[src/rtl/cpu_8b_serial_pkg.sv]
// Shared definitions for the CPU_8B serial link (receiver now, transmitter later).
// Contents: frame geometry, line-level constants, receiver FSM state encoding and
// an even-parity helper.
// Optional feature macro: CPU_8B_SERIAL_RX_PARITY_EN adds the PARITY state (8E1 frames).
package cpu_8b_serial_pkg;

    localparam int unsigned DATA_BITS  = 8;
    localparam logic        LINE_IDLE  = 1'b1;
    localparam logic        LINE_STOP  = 1'b1;
    localparam logic        LINE_START = 1'b0;

    typedef enum logic [2:0] {
        ST_IDLE   = 3'd0,
        ST_START  = 3'd1,
        ST_DATA   = 3'd2,
`ifdef CPU_8B_SERIAL_RX_PARITY_EN
        ST_PARITY = 3'd3,
`endif
        ST_STOP   = 3'd4
    } serial_state_e;

    // Even parity: the parity bit that makes the total count of ones even.
    function automatic logic even_parity(input logic [DATA_BITS-1:0] d);
        return ^d;
    endfunction

endpackage

[src/rtl/cpu_8b_sync2.sv]
// Two-flop synchronizer for an asynchronous single-bit input.
// Ports: clock (rising edge), clear (async active-high, loads RESET_VAL),
//        d (asynchronous input), q (synchronized output).
module cpu_8b_sync2 #(
    parameter logic RESET_VAL = 1'b1
) (
    input  logic clock,
    input  logic clear,
    input  logic d,
    output logic q
);

    logic meta;

    // Resets to RESET_VAL so an idle-high line does not look like a start bit.
    always_ff @(posedge clock or posedge clear) begin
        if (clear) begin
            meta <= RESET_VAL;
            q    <= RESET_VAL;
        end else begin
            meta <= d;
            q    <= meta;
        end
    end

endmodule

[src/rtl/cpu_8b_serial_rx.sv]
// Serial receiver for the CPU_8B serial output line: recovers 8N1 frames
// (8E1 when CPU_8B_SERIAL_RX_PARITY_EN is defined) and presents each byte
// through a valid/ready holding register.
// Ports:
//   clock               rising-edge clock
//   input_clear         async active-high reset
//   input_serial_in     asynchronous serial line, idle high
//   input_ready         consumer accepts output_data while output_valid is high
//   output_data         received byte, stable while output_valid
//   output_valid        holding register full
//   output_frame_error  one-cycle pulse: bad stop bit (or parity mismatch)
//   output_overrun      one-cycle pulse: good frame dropped, register full and not drained
module cpu_8b_serial_rx
    import cpu_8b_serial_pkg::*;
#(
    parameter int unsigned CLKS_PER_BIT = 16
) (
    input  logic                 clock,
    input  logic                 input_clear,
    input  logic                 input_serial_in,
    input  logic                 input_ready,
    output logic [DATA_BITS-1:0] output_data,
    output logic                 output_valid,
    output logic                 output_frame_error,
    output logic                 output_overrun
);

    localparam int unsigned HALF = CLKS_PER_BIT / 2;
    localparam int unsigned CW   = $clog2(CLKS_PER_BIT);
    localparam int unsigned BW   = $clog2(DATA_BITS);

    // Counter value seen on the edge that is HALF / CLKS_PER_BIT edges after the last wrap.
    localparam logic [CW-1:0] CNT_HALF = CW'(HALF - 1);
    localparam logic [CW-1:0] CNT_FULL = CW'(CLKS_PER_BIT - 1);
    localparam logic [BW-1:0] LAST_BIT = BW'(DATA_BITS - 1);

    logic rx_s;

    serial_state_e        state_q, state_d;
    logic [CW-1:0]        cnt_q, cnt_d;
    logic [BW-1:0]        bit_q, bit_d;
    logic [DATA_BITS-1:0] shift_q, shift_d;
    logic [DATA_BITS-1:0] data_q, data_d;
    logic                 valid_q, valid_d;
    logic                 ferr_q, ferr_d;
    logic                 ovr_q, ovr_d;
    logic                 frame_ok;

    cpu_8b_sync2 #(
        .RESET_VAL (LINE_IDLE)
    ) u_sync (
        .clock (clock),
        .clear (input_clear),
        .d     (input_serial_in),
        .q     (rx_s)
    );

`ifdef CPU_8B_SERIAL_RX_PARITY_EN
    logic perr_q, perr_d;
    assign frame_ok = (rx_s == LINE_STOP) && !perr_q;
`else
    assign frame_ok = (rx_s == LINE_STOP);
`endif

    // Next-state: framing FSM, bit timing, shift register and holding register.
    always_comb begin
        state_d = state_q;
        cnt_d   = cnt_q + CW'(1);
        bit_d   = bit_q;
        shift_d = shift_q;
        data_d  = data_q;
        valid_d = valid_q && !input_ready;
        ferr_d  = 1'b0;
        ovr_d   = 1'b0;
`ifdef CPU_8B_SERIAL_RX_PARITY_EN
        perr_d  = perr_q;
`endif
        case (state_q)
            ST_IDLE: begin
                cnt_d = '0;
                if (rx_s == LINE_START) begin
                    state_d = ST_START;
                end
            end
            ST_START: begin
                if (cnt_q == CNT_HALF) begin
                    cnt_d = '0;
                    bit_d = '0;
`ifdef CPU_8B_SERIAL_RX_PARITY_EN
                    perr_d = 1'b0;
`endif
                    // A start bit gone high again by mid-bit is a glitch.
                    state_d = (rx_s == LINE_START) ? ST_DATA : ST_IDLE;
                end
            end
            ST_DATA: begin
                if (cnt_q == CNT_FULL) begin
                    cnt_d   = '0;
                    shift_d = {rx_s, shift_q[DATA_BITS-1:1]};
                    bit_d   = bit_q + BW'(1);
                    if (bit_q == LAST_BIT) begin
`ifdef CPU_8B_SERIAL_RX_PARITY_EN
                        state_d = ST_PARITY;
`else
                        state_d = ST_STOP;
`endif
                    end
                end
            end
`ifdef CPU_8B_SERIAL_RX_PARITY_EN
            ST_PARITY: begin
                if (cnt_q == CNT_FULL) begin
                    cnt_d   = '0;
                    perr_d  = (rx_s != even_parity(shift_q));
                    state_d = ST_STOP;
                end
            end
`endif
            ST_STOP: begin
                if (cnt_q == CNT_FULL) begin
                    // Back to IDLE at the stop midpoint so a following start bit is caught.
                    cnt_d   = '0;
                    state_d = ST_IDLE;
                    if (!frame_ok) begin
                        ferr_d = 1'b1;
                    end else if (!valid_q || input_ready) begin
                        data_d  = shift_q;
                        valid_d = 1'b1;
                    end else begin
                        ovr_d = 1'b1;
                    end
                end
            end
            default: begin
                state_d = ST_IDLE;
            end
        endcase
    end

    // State register.
    always_ff @(posedge clock or posedge input_clear) begin
        if (input_clear) begin
            state_q <= ST_IDLE;
            cnt_q   <= '0;
            bit_q   <= '0;
            shift_q <= '0;
            data_q  <= '0;
            valid_q <= 1'b0;
            ferr_q  <= 1'b0;
            ovr_q   <= 1'b0;
`ifdef CPU_8B_SERIAL_RX_PARITY_EN
            perr_q  <= 1'b0;
`endif
        end else begin
            state_q <= state_d;
            cnt_q   <= cnt_d;
            bit_q   <= bit_d;
            shift_q <= shift_d;
            data_q  <= data_d;
            valid_q <= valid_d;
            ferr_q  <= ferr_d;
            ovr_q   <= ovr_d;
`ifdef CPU_8B_SERIAL_RX_PARITY_EN
            perr_q  <= perr_d;
`endif
        end
    end

    assign output_data        = data_q;
    assign output_valid       = valid_q;
    assign output_frame_error = ferr_q;
    assign output_overrun     = ovr_q;

endmodule

[config.mk]
export PLATFORM = sky130hd
export DESIGN_NAME = cpu_8b_serial_rx
export DESIGN_NICKNAME = d
export VERILOG_FILES = /design/src/rtl/cpu_8b_serial_pkg.sv /design/src/rtl/cpu_8b_sync2.sv /design/src/rtl/cpu_8b_serial_rx.sv
export SDC_FILE = /design/constraint.sdc
export NUM_CORES = 1
export LEC_CHECK = 0
export ABC_AREA = 1
export CELL_PAD_IN_SITES_DETAIL_PLACEMENT = 1
export CELL_PAD_IN_SITES_GLOBAL_PLACEMENT = 1
export CORE_ASPECT_RATIO = 0.7
export CORE_MARGIN = 2
export CORE_UTILIZATION = 40
export DETAILED_ROUTE_END_ITERATION = 8
export PLACE_DENSITY_LB_ADDON = 0.15
export SETUP_SLACK_MARGIN = 0.2
export SLEW_MARGIN = 20
export SYNTH_ARGS = -nofsm -noshare
export SYNTH_HDL_FRONTEND = slang
export SYNTH_SLANG_ARGS = --single-unit
[constraint.sdc]
create_clock -name clock -period 3.62 [get_ports clock]
set_input_delay 0.724 -clock clock [delete_from_list [all_inputs] [get_ports clock]]
set_output_delay 0.724 -clock clock [all_outputs]
set_load 0.03 [all_outputs]
# ---- Word level (Yosys, flattened, before mapping)
# Index checks and enable logic that the tools add are counted.
dict set report totals {
  ff_bits 31
  inputBits 4
  output_inout_bits 11
  wordCells 58
}
dict set report classes {
  n_addsub 2
  n_eq_ne 11
  muxes 24
  n_reduce_logical 11
}
# op count
set op_table {}
lappend op_table {{3-bit two-way mux} 7}
lappend op_table {{3-bit one-hot mux with 4 select lines} 1}
lappend op_table {{4-bit one-hot mux with 3 select lines} 1}
lappend op_table {{1-bit two-way mux} 11}
lappend op_table {{2-bit inequality test, second input constant} 5}
lappend op_table {{4-bit two-way mux} 2}
lappend op_table {{3-bit == test, second input constant} 2}
lappend op_table {{3-bit one-hot mux with 2 select lines} 1}
lappend op_table {{5-bit AND reduction} 1}
lappend op_table {{4-bit by 1-bit adder with 4-bit output, second input constant} 1}
lappend op_table {{4-bit by 3-bit == test with 1-bit output, second input constant} 1}
lappend op_table {{4-bit == test, second input constant} 1}
lappend op_table {{4-bit AND reduction} 1}
lappend op_table {{3-bit by 1-bit adder with 3-bit output, second input constant} 1}
lappend op_table {{3-bit by 1-bit == test with 1-bit output, second input constant} 1}
lappend op_table {{3-bit by 2-bit == test with 1-bit output, second input constant} 1}
lappend op_table {{3-bit logical NOT} 1}
lappend op_table {{3-bit AND reduction} 1}
lappend op_table {{1-bit logical NOT} 2}
lappend op_table {{2-bit two-way mux} 1}
lappend op_table {{2-bit AND reduction} 1}
lappend op_table {{2-bit nonzero test} 1}
lappend op_table {{2-bit OR reduction} 1}
lappend op_table {{1-bit logical AND} 1}
lappend op_table {{1-bit logical OR} 1}

# ---- Longest topological paths before layout
# Gate-level depths: netlist of the first run.
dict set report depth {
  ltp_word 6
  mapped_depth 9
  mapped_depth_nobuf 9
}

# ---- Hierarchy
# A second synthesis of the first run with hierarchy kept.
dict set report hier_totals {
  cells_unflattened 147
  area_unflattened_um2 1420.1
}
# mod n_inst cells_per_inst area_each_um2 seq_area_each_um2
set modules_own_cells {}
lappend modules_own_cells {cpu_8b_serial_rx 1 144 1363.8 725.7}
lappend modules_own_cells {cpu_8b_sync2 1 3 56.3 52.6}

# ---- Least setup slack after synthesis of the first run
# OpenSTA, ideal clock, no wires.
dict set report synth_path {
  path_kind {input-to-reg}
  from {input port input_ready}
  to {register data_q[5], in the netlist output_data[5]}
  setup_time_ns 0.118
  arrival_ns 1.261
  required_time_ns 3.502
  path_slack_ns 2.242
  cell_stages 6
  n_path_buf 1
  path_cell_list {nor2_1 inv_1 nand4_4 buf_6 nand2_2 o21ai_2}
}
dict set report synth_via {
  elab_chain_cells 2
}
# element line_no
set synth_rtl {}
lappend synth_rtl {{start, declared} cpu_8b_serial_rx.sv:21} ;# input logic input_ready,
lappend synth_rtl {{1-bit logical OR} cpu_8b_serial_rx.sv:126} ;# end else if (!valid_q || input_ready) begin
lappend synth_rtl {{4-bit AND reduction (no line)} n/a}
lappend synth_rtl {{end signal, assigned} cpu_8b_serial_rx.sv:159} ;# data_q <= data_d;
lappend synth_rtl {{end, declared} cpu_8b_serial_rx.sv:43} ;# logic [DATA_BITS-1:0] data_q, data_d;
# No other way between the ends.
# A chain may end at the register's enable or synchronous reset.

# ---- Worst setup path after layout of the first run
dict set report layout_path {
  from {register data_q[6], in the netlist output_data[6]}
  to {output port output_data[6]}
}
# element line_no
set layout_rtl {}
lappend layout_rtl {{end, declared} cpu_8b_serial_rx.sv:22} ;# output logic [DATA_BITS-1:0] output_data,
# No word-level cell between the ends.

==> summary.md, run 1 <==
| Metric | Value |
|---|---|
| Fmax | 491 MHz |
| Startpoint Class | register |
| Final setup margin | 1580 ps |
| Highest-utilization routing layer at the global route stage | met2 |
| Clock Skews | 5.17 ps |
| Count of buffer and inverter cells on the critical path | 1 |
| Met2 capacity usage during global routing | 0.253 |
| Average vias per placed instance | 4.79 |
| Worst path arrival time | 1310 ps |
| Met1 routing resource usage after global routing | 0.221 |
| Number of H-tree levels | 2 |
| Number of synthesis warnings | 0 |
| Headroom to the max-slew limit | 0.743 |
| Nature of the critical path endpoint | primary output |
| Number of clock sinks | 31 |
| Area of the core | 0.00325 sq mm |
| Hold violation total from the final report | 0 |
| DRC marker count from the first detailed-route iteration | 44 |
| Pwr dens | 563 mW/mm^2 |
| Register area | 778 sq um |
| Share of synthesized area occupied by flip-flops and latches | 0.552 |
| Pin count of the biggest net entering global routing | 32 |
| Vias in the first global route | 1032 |
| Startpoint of the most critical register-to-register path | cnt_q[0] |
| Largest voltage drop on the vdd net | 0.282 mV |
| WL/cell | 12.6 um |
| Worst Hold Depth | 0 |
| Path type of the worst min-delay path | reg -> reg |
| Height of the die | 53.7 um |
| Fin crit share | 0.563 |
| Worst Path Required | 2900 ps |
| Clock-pin transition on the worst setup and hold timing paths | 60 ps |
| Top Ports | 15 |
| Final wirelength | 2680 um |
| Slowest stage cell, crit path | sky130_fd_sc_hd__clkdlybuf4s50_1 |
| Number of vias after detailed routing | 1021 |
| Clock Root Buffer | sky130_fd_sc_hd__clkbuf_8 |
| Class of the most critical setup path | reg -> out |
| Number of routed nets with antenna violations | 0 |
| Register bit count reported by yosys | 31 |
| Transition time at the pin with the least slew margin | 385 ps |
| # port buffers | 14 |
| Worst-path maximum fanout | 2 |
| Global routing met3 resource utilization | 0.0506 |
| Highest-count cells in the layout ignoring fill and taps | 29 x sky130_fd_sc_hd__nand2_1, 29 x sky130_fd_sc_hd__dfrtp_1, 21 x sky130_fd_sc_hd__inv_1 |
| Hold Startpoint | u_sync.meta |
| Area of the multi-input gates | 519 sq um |
| Clock buffer count from CTS | 5 |
| Global placement routability congestion | 0.786 |
| Final number of max-transition violations | 0 |
| Minimum setup slack after placement | 1580 ps |
| Hold-fix buffers, CTS | 0 |
| Fin Setup TNS | 0 ps |
| Setup violators final | 0 |
| Total of fill cells in the finished design | 384 |
| Reg-to-reg setup timing slack | 2090 ps |
| Mapped Cells | 145 |
| Clock tree from TritonCTS | yes |
| HPWL Detailed | 2010 um |
| Path depth of the worst reg2reg path | 6 |
| Post-Syn Nets | 152 |
| Status | completed |
| Sink of the worst hold path | u_sync.q |
| Overall power of the completed layout | 944 uW |
| Avg Synthesized Cell Area | 9.72 sq um |
| Number of different library cells in the post-synthesis netlist | 24 |
| Leakage | 0.000815 uW |
| Highest cell delay on the worst timing path | 680 ps |
| Final net count | 172 |
| Layout cells sized above 1 | 0.205 |
| Ant. Diodes | 0 |
| Relative area change from synthesis to final layout | 18.8% |
| Cells resized by post-CTS repair | 0 |
| Site row count | 17 |
| Post-route minimum period | 2040 ps |
| Pre-antenna DRT Iters | 4 |
| Number of max-cap violations | 0 |
| Crit Reg-Reg Endpoint | output_data[0] |
| First-pass GRT wire length | 4820 um |
| Number of antenna violations at the first check in global routing | 0 |
| Cell area after synthesis | 0.00141 sq mm |
| Starting utilization of the core area | 0.433 |
| Area of the die | 0.00402 sq mm |
| Total gr overflow | 0 |
| GRT Total Usage | 0.164 |
| Kind of cell with the highest combined delay on the critical path | buffers and inverters |
| Number of buffers on the longest clock path | 2 |
| Die X-Extent | 75.0 um |
| Drt drc | 0 |
| RSZ-0062 raised after global routing | false |
| Postcts setup bufs | 0 |
| Clock latency of the later-clocked register in the worst-skew pair | 270 ps |
| Series of cell instances along the critical path | clkdlybuf4s50_1 |
[metal layers]
metal	routed length (um)	vias to the layer above	share of wire
li1	-	500	-
met1	1320	499	0.49
met2	1220	20	0.46
met3	122	2	0.046
met4	17	0	0.0063
met5	0	-	0
[final cells by class]
type / count / share of cell area
sequential: 31 / 0.465
multi-input combinational: 88 / 0.310
timing repair buffer: 15 / 0.0881
inverter: 24 / 0.0538
clock buffer: 7 / 0.0456
tap: 47 / 0.0351
clock inverter: 1 / 0.00299
[logic make-up after synthesis]
kind of cell	synth area share
buffers and inverters	0.0799
adders and majority gates	0.0266
DFF	0.552
and+or+nand+nor	0.248
AOI/OAI and AO/OA	0.0932
[per-stage QoR]
step / instance area [sq um] / util / std cells / hold WS (ps)
floorplan: 1410 / - / 145 / 345
global placement: 1590 / 0.490 / 205 / 346
detailed placement: 1590 / 0.490 / 205 / 348
CTS: 1680 / 0.515 / 213 / 357
global route: 1680 / 0.515 / 213 / 365
finish: 1680 / 0.515 / 213 / 356
[how the worst max path moves through the flow]
stage                    from              to  slack, ps  cells past startpoint
2_1_floorplan     input_clear        bit_q[0]       2240                      1
3_3_place_gp      input_ready  output_data[2]       1670                      6
3_5_place_dp      input_ready  output_data[0]       1580                      6
4_1_cts        output_data[6]  output_data[6]       1570                      1
5_1_grt        output_data[6]  output_data[6]       1520                      1
6_report       output_data[6]  output_data[6]       1580                      1
[where the power goes]
part	internal, uW	switching (uW)	total (uW)
Combinational	84.5	174	259
Sequential	388	43.5	432
Clock	135	119	253
Total	607	337	944
[flip-flops by register name (all words and copies together) (netlist names)]
signal              flops
bit_q                   3
output_frame_error      1
cnt_q                   4
shift_q                 8
u_sync.q                1
state_q                 3
output_data             8
u_sync.meta             1
output_valid            1
output_overrun          1
[Yosys cell counts (all sizes together)]
cell type,instances,share of area
a21oi,1,0.0035
a31oi,1,0.0044
and2,1,0.0044
buf,2,0.016
dfrtp,29,0.51
dfstp,2,0.037
ha,3,0.027
inv,24,0.064
nand2,37,0.12
nand3,10,0.043
nand4,5,0.033
nor2,9,0.041
nor3,2,0.0071
o21ai,18,0.085
or2,1,0.0044
Note: power is estimated with default switching activity, not from simulation.
==> run 2, diff against run 1 <==
--- a/config.mk
+++ b/config.mk
@@ -10,7 +10,7 @@
 export CELL_PAD_IN_SITES_GLOBAL_PLACEMENT = 1
 export CORE_ASPECT_RATIO = 0.7
 export CORE_MARGIN = 2
-export CORE_UTILIZATION = 40
+export CORE_UTILIZATION = 38
 export DETAILED_ROUTE_END_ITERATION = 8
 export PLACE_DENSITY_LB_ADDON = 0.15
 export SETUP_SLACK_MARGIN = 0.2
==> constraint.sdc (replaced) <==
create_clock -name clock -period 1.85 [get_ports clock]
set_input_delay 0.37 -clock clock [delete_from_list [all_inputs] [get_ports clock]]
set_output_delay 0.37 -clock clock [all_outputs]
set_load 0.03 [all_outputs]
==> run 2 against run 1 <==
Compared with the run above: global-route usage is 0.29 points lower; design area fell by 0.37%; combinational power grew 95%; clock skew decreased by 1.3 ps; first-iteration DRC count decreased by 27%; worst hold slack about the same; die area rose by 4.9%; sequential share of layout area up 0.17 points; register-to-register slack lost 1800 ps; wire length grew 12%; setup slack lost 1300 ps; core utilization down 4.3 points; highest routed layer unchanged.
==> summary.md, run 2 (same netlist as run 1, synthesis figures left out) <==
| Metric | Value |
|---|---|
| Final net count | 172 (unchanged) |
| Fin crit share | 0.824 |
| Layout cells sized above 1 | 0.205 (unchanged) |
| Number of routed nets with antenna violations | 0 (unchanged) |
| Area of the multi-input gates | 519 sq um (unchanged) |
| Worst path arrival time | 1690 ps (+380 ps) |
| Hold-fix buffers, CTS | 0 (unchanged) |
| Vias in the first global route | 1063 (+3.0%) |
| Number of max-cap violations | 0 (unchanged) |
| Clock buffer count from CTS | 5 (unchanged) |
| Path type of the worst min-delay path | reg -> reg |
| Top Ports | 15 (unchanged) |
| RSZ-0062 raised after global routing | false |
| Global placement routability congestion | 0.804 (+2.3%) |
| Core Util, Final | 0.472 (-0.0428) |
| DR WL met3 | 88 um (-28%) |
| HPWL Detailed | 2120 um (+5.1%) |
| Postcts setup bufs | 0 (unchanged) |
| Headroom to the max-slew limit | 0.740 (-0.00345) |
| Average vias per placed instance | 4.73 (-1.3%) |
| Setup violators final | 0 (unchanged) |
| Relative area change from synthesis to final layout | 18.4% |
| Clock Skews | 3.83 ps (-1.34 ps) |
| Register area | 778 sq um (unchanged) |
| # port buffers | 14 (unchanged) |
| Fmax | 656 MHz |
| Final number of max-transition violations | 0 (unchanged) |
| Die X-Extent | 76.8 um (+2.5%) |
| Height of the die | 55.0 um (+2.4%) |
| Clock latency of the later-clocked register in the worst-skew pair | 280 ps (about the same) |
| Minimum setup slack after placement | 182 ps (-1400 ps) |
| Transition time at the pin with the least slew margin | 391 ps (+5.17 ps) |
| Number of buffers on the longest clock path | 2 (unchanged) |
| Pin count of the biggest net entering global routing | 32 (unchanged) |
| Hold violation total from the final report | 0 (unchanged) |
| Area of the core | 0.00354 sq mm (+8.7%) |
| Total length of routed met2 wires | 1350 um (+10%) |
| Status | completed |
| Number of antenna violations at the first check in global routing | 0 (unchanged) |
| Site row count | 18 (+1) |
| Total gr overflow | 0 (unchanged) |
| Number of clock sinks | 31 (unchanged) |
| GRT Total Usage | 0.161 (-0.00289) |
| Met1 WL | 1510 um (+15%) |
| Largest voltage drop on the vdd net | 0.459 mV (+63%) |
| Ant. Diodes | 0 (unchanged) |
| Worst-path maximum fanout | 16 (+14) |
| Pwr dens | 1120 mW/mm^2 (+99%) |
| Final wirelength | 3000 um (+12%) |
| Number of vias after detailed routing | 1022 (+0.098%) |
| Highest routed metal layer | met4 |
| Post-route minimum period | 1520 ps |
| Class of the most critical setup path | reg -> reg |
| Clock Root Buffer | sky130_fd_sc_hd__clkbuf_8 |
| Area of the die | 0.00422 sq mm (+4.9%) |
| Pre-antenna DRT Iters | 4 (unchanged) |
| Worst Path Required | 2020 ps (-880 ps) |
| DRC marker count from the first detailed-route iteration | 32 (-27%) |
| Starting utilization of the core area | 0.399 (-0.0345) |
| Highest-count cells in the layout ignoring fill and taps | 29 x sky130_fd_sc_hd__nand2_1, 29 x sky130_fd_sc_hd__dfrtp_1, 21 x sky130_fd_sc_hd__inv_1 |
| Clock-pin transition on the worst setup and hold timing paths | 70 ps (about the same) |
| Total of fill cells in the finished design | 425 (+11%) |
| First-pass GRT wire length | 5060 um (+5.1%) |
| Final Instance Area | 0.00167 sq mm (-0.37%) |
| Startpoint Class | register |
| Nature of the critical path endpoint | register |
| Clock tree from TritonCTS | yes |
| Leakage | 0.000883 uW (+8.3%) |
| Worst hold margin | 356 ps (-0.339 ps) |
| WL/cell | 13.9 um (+10%) |
| Number of H-tree levels | 2 (unchanged) |
| Final setup margin | 326 ps (-1260 ps) |
| Fin Setup TNS | 0 ps (unchanged) |
| Post-placement cell area | 0.00160 sq mm (+0.24%) |
| Drt drc | 0 (unchanged) |
[run 2: changes by cell type in the layout (fill, tap and decap cells not counted), sizes merged]
| cell | delta |
|---|---|
| clkdlybuf4s50 | -11 |
| dlygate4sd2 | +10 |
| dlymetal6s2s | +1 |
[run 2: final cells by class]
class / count / area share
inverters: 24 / 0.0540
clock buffers: 7 / 0.0457
well taps: 50 / 0.0375
clock inverters: 1 / 0.00300
repair buffers: 15 / 0.0825
flip-flops and latches: 31 / 0.466
multi-input cells: 88 / 0.311
[run 2: per-stage QoR]
step	cells	total power, uW
final	216	1870
after global routing	216	2000
after CTS	216	1890
after detailed placement	208	1370
after global placement	208	1330
after floorplan	145	1230
[run 2: repair_timing]
action                                  in CTS  in global routing
endpoints found under the setup margin      10                  1
resized for setup                           10                  1
endpoints found under the hold margin        0                  0
[run 2: report_power, final]
group          total, uW  internal (uW)  switching, uW  leakage [uW]
sequential           846            759           86.9      0.000419
combinational        506            168            338      0.000421
clock                519            264            255     0.0000422
total               1870           1190            679      0.000883
[run 2: per-layer routing]
metal	GRT usage	vias to the layer above
met4	0.0727	0
met2	0.266	16
met3	0.0438	8
met1	0.205	496
li1	-	502
met5	0	-
[run 2: critical path: stages, from the launching register on]
cell and delay, ps:
sky130_fd_sc_hd__dfrtp_1 390, sky130_fd_sc_hd__ha_1 210, sky130_fd_sc_hd__nand2_2 110, sky130_fd_sc_hd__nor2_8 150
sky130_fd_sc_hd__nand4_4 300, sky130_fd_sc_hd__nand2_1 180, sky130_fd_sc_hd__o21ai_2 70
[run 2: final timing paths]
| check | start | slack [ps] | cells past startpoint | to |
|---|---|---|---|---|
| worst min-delay path | u_sync.meta | 360 | 0 | u_sync.q |
| min in group asynchronous | input_clear | 490 | 3 | cnt_q[0] |
| worst min register to register | u_sync.meta | 360 | 0 | u_sync.q |
| max in group asynchronous | input_clear | 1040 | 3 | u_sync.meta |
| worst max register to register | cnt_q[0] | 330 | 6 | output_data[0] |
| worst max-delay path | cnt_q[0] | 330 | 6 | output_data[0] |
